## src/rtl/dm_write_tracer.sv

```systemverilog
// Data-memory write tracer: captures processor stores into a show-ahead FIFO,
// then drains them to a consumer on request and parks in a done state.
module dm_write_tracer #(
    parameter int unsigned N     = 64,
    parameter int unsigned DEPTH = 8
) (
    input  logic                     CLOCK_50,
    input  logic                     reset,
    input  logic                     DM_writeEnable,
    input  logic [N-1:0]             DM_addr,
    input  logic [N-1:0]             DM_writeData,
    input  logic                     dump,
    output logic                     trace_valid,
    input  logic                     trace_ready,
    output logic [N-1:0]             trace_addr,
    output logic [N-1:0]             trace_data,
    output logic                     trace_last,
    output logic [$clog2(DEPTH):0]   count,
    output logic                     overflow,
    output logic [7:0]               drop_count,
    output logic                     done
);

    localparam int unsigned PW = $clog2(DEPTH);
    localparam int unsigned CW = PW + 1;
    localparam logic [CW-1:0] FullCount = CW'(DEPTH);

    typedef enum logic [1:0] {StCapture, StDrain, StDone} state_e;

    state_e          state_q, state_d;
    logic [2*N-1:0]  mem_q [DEPTH];
    logic [PW-1:0]   wr_ptr_q, wr_ptr_d;
    logic [PW-1:0]   rd_ptr_q, rd_ptr_d;
    logic [CW-1:0]   count_q, count_d;
    logic            overflow_q, overflow_d;
    logic [7:0]      drop_count_q, drop_count_d;
    logic            push, pop, dropped;

    // State register and FIFO bookkeeping
    always_ff @(posedge CLOCK_50) begin
        if (!reset) begin
            state_q      <= StCapture;
            wr_ptr_q     <= '0;
            rd_ptr_q     <= '0;
            count_q      <= '0;
            overflow_q   <= 1'b0;
            drop_count_q <= '0;
        end else begin
            state_q      <= state_d;
            wr_ptr_q     <= wr_ptr_d;
            rd_ptr_q     <= rd_ptr_d;
            count_q      <= count_d;
            overflow_q   <= overflow_d;
            drop_count_q <= drop_count_d;
        end
    end

    // Storage is not reset; validity is tracked solely by count_q
    always_ff @(posedge CLOCK_50) begin
        if (reset && push) begin
            mem_q[wr_ptr_q] <= {DM_addr, DM_writeData};
        end
    end

    always_comb begin
        pop          = trace_valid && trace_ready;
        push         = (state_q == StCapture) && DM_writeEnable && ((count_q != FullCount) || pop);
        dropped      = (state_q == StCapture) && DM_writeEnable && !push;
        wr_ptr_d     = push ? wr_ptr_q + PW'(1) : wr_ptr_q;
        rd_ptr_d     = pop  ? rd_ptr_q + PW'(1) : rd_ptr_q;
        count_d      = count_q + CW'(push) - CW'(pop);
        overflow_d   = overflow_q | dropped;
        drop_count_d = drop_count_q;
        if (dropped && drop_count_q != 8'hFF) begin
            drop_count_d = drop_count_q + 8'd1;
        end
    end

    // Next-state logic; DRAIN also exits if it ever finds the FIFO empty
    always_comb begin
        state_d = state_q;
        unique case (state_q)
            StCapture: begin
                if (dump) begin
                    state_d = ((count_q != '0) || push) ? StDrain : StDone;
                end
            end
            StDrain: begin
                if (count_d == '0) begin
                    state_d = StDone;
                end
            end
            StDone:  state_d = StDone;
            default: state_d = StCapture;
        endcase
    end

    always_comb begin
        trace_valid = (count_q != '0) && (state_q != StDone);
        trace_last  = trace_valid && (count_q == CW'(1)) && (state_q == StDrain);
        done        = (state_q == StDone);
        trace_addr  = mem_q[rd_ptr_q][2*N-1:N];
        trace_data  = mem_q[rd_ptr_q][N-1:0];
        count       = count_q;
        overflow    = overflow_q;
        drop_count  = drop_count_q;
    end

endmodule

```

## config.mk

```make
export PLATFORM = sky130hd
export DESIGN_NAME = dm_write_tracer
export DESIGN_NICKNAME = d
export VERILOG_FILES = /design/src/rtl/dm_write_tracer.sv
export SDC_FILE = /design/constraint.sdc
export NUM_CORES = 1
export LEC_CHECK = 0
export ABC_AREA = 0
export BUFFER_PORTS_ARGS = -buffer_cell sky130_fd_sc_hd__buf_2
export CORE_MARGIN = 2
export CORE_UTILIZATION = 50
export CTS_CLUSTER_SIZE = 16
export DETAILED_ROUTE_END_ITERATION = 10
export PLACE_DENSITY_LB_ADDON = 0.15
export SETUP_SLACK_MARGIN = 0.5
export SLEW_MARGIN = 5
export SYNTH_ARGS = -nofsm -noshare
export SYNTH_HDL_FRONTEND = slang
export SYNTH_SLANG_ARGS = --single-unit
```

## constraint.sdc

```tcl
create_clock -name CLOCK_50 -period 18.9 [get_ports CLOCK_50]
set_input_delay 2.835 -clock CLOCK_50 [delete_from_list [all_inputs] [get_ports CLOCK_50]]
set_output_delay 2.835 -clock CLOCK_50 [all_outputs]
set_load 0.005 [all_outputs]
```

# After elaboration in Yosys (flattened, before gate mapping)
# Memory sizes are Yosys's and may differ from the RTL's. A register that Yosys moved wholly into a read port is not among the register bits.
# Index checks and enable logic that the tools add are counted.
# Widths: inputs -> output; s select.
dict set report totals {
  register_bits 21
  ramBits 1024
  input_bits 133
  elab_cells 45
  memories 1
}
# name depth word_bits read_ports rd_clocked_by_memory_dff wr line_no
set memory_table {}
lappend memory_table {mem_q 8 128 1 1 1 31} ;# logic [2*N-1:0] mem_q [DEPTH];
dict set report op_classes {
  add_sub_neg 5
  eq_ne 8
  mux 8
  bitwise_logic 1
  reduce_logical 16
}
# cell n
set op_table {}
lappend op_table {{$logic_and 1x1->1} 9}
lappend op_table {{$add 8x1->8 const B} 1}
lappend op_table {{$ne 8x8->1 const B} 1}
lappend op_table {{$add 3x1->3 const B} 2}
lappend op_table {{$mux 2} 3}
lappend op_table {{$mux 3} 2}
lappend op_table {{$ne 2x2->1 const B} 3}
lappend op_table {{$pmux 2 s3} 1}
lappend op_table {{$add 4x1->4} 1}
lappend op_table {{$eq 4x1->1 const B} 1}
lappend op_table {{$logic_not 4->1} 1}
lappend op_table {{$ne 4x4->1 const B} 1}
lappend op_table {{$reduce_bool 4->1} 1}
lappend op_table {{$sub 4x1->4} 1}
lappend op_table {{$eq 2x1->1 const B} 1}
lappend op_table {{$eq 2x2->1 const B} 1}
lappend op_table {{$logic_not 2->1} 1}
lappend op_table {{$logic_or 1x1->1} 2}
lappend op_table {{$mux 1} 2}
lappend op_table {{$reduce_and 2->1} 1}
lappend op_table {{$logic_not 1->1} 1}
lappend op_table {{$or 1x1->1} 1}

# Logic depth before layout (Yosys ltp)
dict set report logic_depth {
  ltp_word 10
  depth_mapped 13
  ltp_nobuf 13
}

# Worst setup path before layout
# OpenSTA, ideal clock, no wires.
dict set report synth_timing {
  path_type {in2reg}
  from {in trace_ready}
  to {mem mem_q[0][0] (netlist bit), enable pin}
  arrival_ns 15.559
  t_required_ns 17.971
  path_slack_ns 2.412
  stages 4
  cell_sequence {or3b_4 > a21oi_2 > inv_2 > nor4_1}
}
dict set report synth_via {
  elab_chain_cells 6
}
# item line_no
set synth_lines {}
lappend synth_lines {{start: declaration} 14} ;# input logic trace_ready,
lappend synth_lines {{$logic_and 1x1->1} 66} ;# pop = trace_valid && trace_ready;
lappend synth_lines {{$logic_or 1x1->1} 67} ;# push = (state_q == StCapture) && DM_writeEnable && ((count_q != FullCount) || pop);
lappend synth_lines {{$logic_and 1x1->1} 67}
lappend synth_lines {{$logic_and 1x1->1} 60} ;# if (reset && push) begin
lappend synth_lines {{$mux 1} 60}
lappend synth_lines {{$mux 1 (not written as such)} 61} ;# mem_q[wr_ptr_q] <= {DM_addr, DM_writeData};
lappend synth_lines {{end: declaration} 31}
# Every way passes these cells.

==> summary.md <==
| Metric | Value |
|---|---|
| Status | finished clean |
| Synth unique cells | 47 |
| H-tree depth | 3 |
| Drt pass-1 iters | 5 |
| Syn_area_per_cell | 24.3 µm² |
| Post CTS Setup Buffer Count | 0 |
| Die width | 286 µm |
| Most Frequent Cell on Critical Path | buf_4 |
| Pwr/cell area | 132 mW/mm² |
| Switching power as a share of total power | 24.3% |
| Vias in the first global route | 18.8k |
| Startpoint Class | flip-flop |
| Shortest period the worst path allows | a little over 7 ns |
| R2r setup slk | ~15 ns |
| Via Count | between 15k and 20k |
| Final hold viol count | 0 |
| Io pins | 277 |
| Worst min-delay path category | flip-flop to flip-flop |
| Synth area leaders | edfxtp_1, mux4_2, mux2_2, dfxtp_1, ha_1 |
| Die Ht | about 290 µm |
| CTS clock-pin slew for the worst setup and hold paths | approximately 0.06 ns |
| Total global-route track usage | 19.3% |
| Insertion delay to the later sink of the worst-skew pair | 0.65 ns |
| Core ar. | approximately 0.08 mm² |
| YS warnings | 0 |
| Max VDD drop | between 0.08 and 0.09 mV |
| Final Net Count | 2112 |
| Pint | 4570 µW |
| Hold slack final | 0.457 ns |
| Leak pwr | ~0.015 µW |
| R2r endpoint | state_q[0] |
| Synth area leader | edfxtp_1 |
| Flops & latches, synth | 1048 |
| Post-DR wirelength/cell | 25.1 µm |
| Root Buffer | clkbuf_16 |
| Kind of critical path | flip-flop to primary output |
| Sum of negative setup slack | 0 ns |
| CP max FO | 70 |
| Drc violations | 0 |
| Cell area after synthesis | 0.0397 mm² |
| Top-area cell type share of the netlist area | between 70% and 80% |
| Gpl congestion | 0.747 |
| Fraction of layout cells with a size suffix above 1 | a little over two fifths |
| Vias/cell | 5.67 |
| Syn Nets | 1778 |
| Slowest Stage Delay on Critical Path | 0.94 ns |
| RSZ-0062 raised after global routing | no |
| 1st-iter DRT viols | 1190 |
| Ys async rst share | 0% |
| # hold bufs at CTS | 0 |
| Flop pwr share | 45.3% |
| Worst Path Arrival | 4.34 ns |
| Combinational power share | between 20% and 30% |
| FP Rows | 103 |
| Total grt overflow | 0 |
| Final HPWL DP | around 39000 µm |
| Top FF cell, synth | edfxtp_1 |
| Post-Route WL | 78000 µm |
| Most frequent cells in the layout | edfxtp_1, buf_2, mux4_2 |
| CP Capture Type | primary output |
| Inserted Clock Buffers | 106 |
| DIE AREA | 0.0816 mm² |
| CP top delay family | buffers and inverters |
| First-pass GRT wire length | 118000 µm |
| Clock power share | about a third |
| Initial Util | 50.4% |
| Hold path depth | 1 |
| Final setup skew | 0.0187 ns |
| Register area share after synthesis | 78.7% |
| CTS tree | built |
| IO buf count | 276 |
| CP Cell Sequence | buf_4 > buf_4 > mux4_2 > mux2_2 > buf_2 |
| Worst Path Required | 16.07 ns |
| Max-slew headroom | between 20% and 30% |
| Initial antenna violation count | 13 |
| CP max stage cell | buf_4 |
| Post-CTS Resized | 0 |
| Min-delay src | overflow |
| Maximum Capacitance Violations | 0 |
| CTS Buffer Depth | 3 |
| R2R Path Start | state_q[0] |
| Antenna Violating Nets Remaining | 0 |
| Depth of the most critical reg-to-reg path | 13 |
| FMAX | between 0.1 and 0.15 GHz |
| Clock sink count | 1048 |
| Hold Path Sink | overflow |
| Least-Margin Pin Slew | 1.06 ns |
| Commonest non-fill, non-tap cell in the layout | edfxtp_1 |
| WP buf/inv | 3 |
| P_sw | 1460 µW |
| Crit share post-route | 37.9% |
| Fin. max-slew vios | 0 |
| Largest net degree at the start of global routing | 129 |
| Post-synth EDFFs | 1024 |
| Cells after Synth | 1631 |
| Final setup fails | 0 |
| P&R area growth vs syn | 15.4% |
## power by group through the flow
stage / Clock [µW] / Combinational [µW] / Sequential [µW]
finish: 2080 / 1220 / 2730
detailed placement: 0 / 1250 / 2780
floorplan: 0 / 911 / 2770
global route: 2220 / 1330 / 2740
CTS: 2130 / 1260 / 2730
global placement: 0 / 1240 / 2780
## sequential cells by signal, indices dropped and copies added (netlist names), named ones only
signal,flops
drop_count,8
rd_ptr_q,3
count,4
state_q,2
overflow,1
mem_q,1024
wr_ptr_q,3
## kinds of logic after synthesis
logic type	Yosys count	synth area share, %
xor gates and xnor gates	5	0.110
buffers and inverters	88	1.13
and+or+nand+nor	64	0.946
adders and majority gates	14	0.460
AOI/OAI and AO/OA	24	0.394
DFF	1048	78.7
muxes	388	18.3
## metrics by stage
| step | util [%] | worst slack, ns | total power [µW] | cell area, µm² | cells |
|---|---|---|---|---|---|
| 2_1_floorplan | - | 2.41 | 3680 | 39700 | 1631 |
| 4_1_cts | 58.2 | 11.58 | 6120 | 45800 | 3104 |
| 6_report | 58.2 | 11.73 | 6030 | 45800 | 3111 |
| 3_5_place_dp | 53.7 | 12.29 | 4040 | 42300 | 2907 |
| 3_3_place_gp | 53.7 | 12.30 | 4020 | 42300 | 2907 |
| 5_1_grt | 58.2 | 11.33 | 6300 | 45800 | 3105 |
## per-layer routing
metal | vias up | share of wire, % | track usage (%)
met2 | 436 | 51 | 32.2
met1 | 9401 | 42 | 26.3
met3 | 108 | 6.1 | 4.52
met4 | 18 | 1.5 | 4.40
met5 | - | 0.14 | 0
li1 | 7662 | - | -
## synthesized netlist by cell type (4+ instances only)
cell	n
a21oi_1	10
buf_1	16
buf_2	6
buf_4	21
buf_6	4
clkbuf_1	28
dfxtp_1	24
edfxtp_1	1024
ha_1	13
inv_1	12
mux2_2	129
mux4_2	256
nand2_1	11
nand3_1	7
nor2_1	11
nor3_1	5
nor4_1	4
xnor2_1	4
## layout make-up
type	instances	area, µm²
Timing Repair Buffer	301	1640
Clock inverter	71	742
Multi-Input combinational cell	495	8050
Clock buffer	126	2750
Sequential cell	1048	31200
Inverter	13	48.8
Tap cell	1050	1310
Antenna cell	7	17.5
Fill cell	5690	32900
## how the worst max path moves through the flow
stage                          end  slack, ns  cells past startpoint        start
finish              trace_addr[11]      11.73                      5    flip-flop
global route        trace_data[62]      11.33                      5    flip-flop
global placement    trace_addr[11]      12.30                      5    flip-flop
detailed placement  trace_addr[11]      12.29                      5    flip-flop
CTS                 trace_addr[11]      11.58                      5    flip-flop
floorplan              mem_q[0][0]       2.41                      4  trace_ready
(Power assumes the default switching activity.)
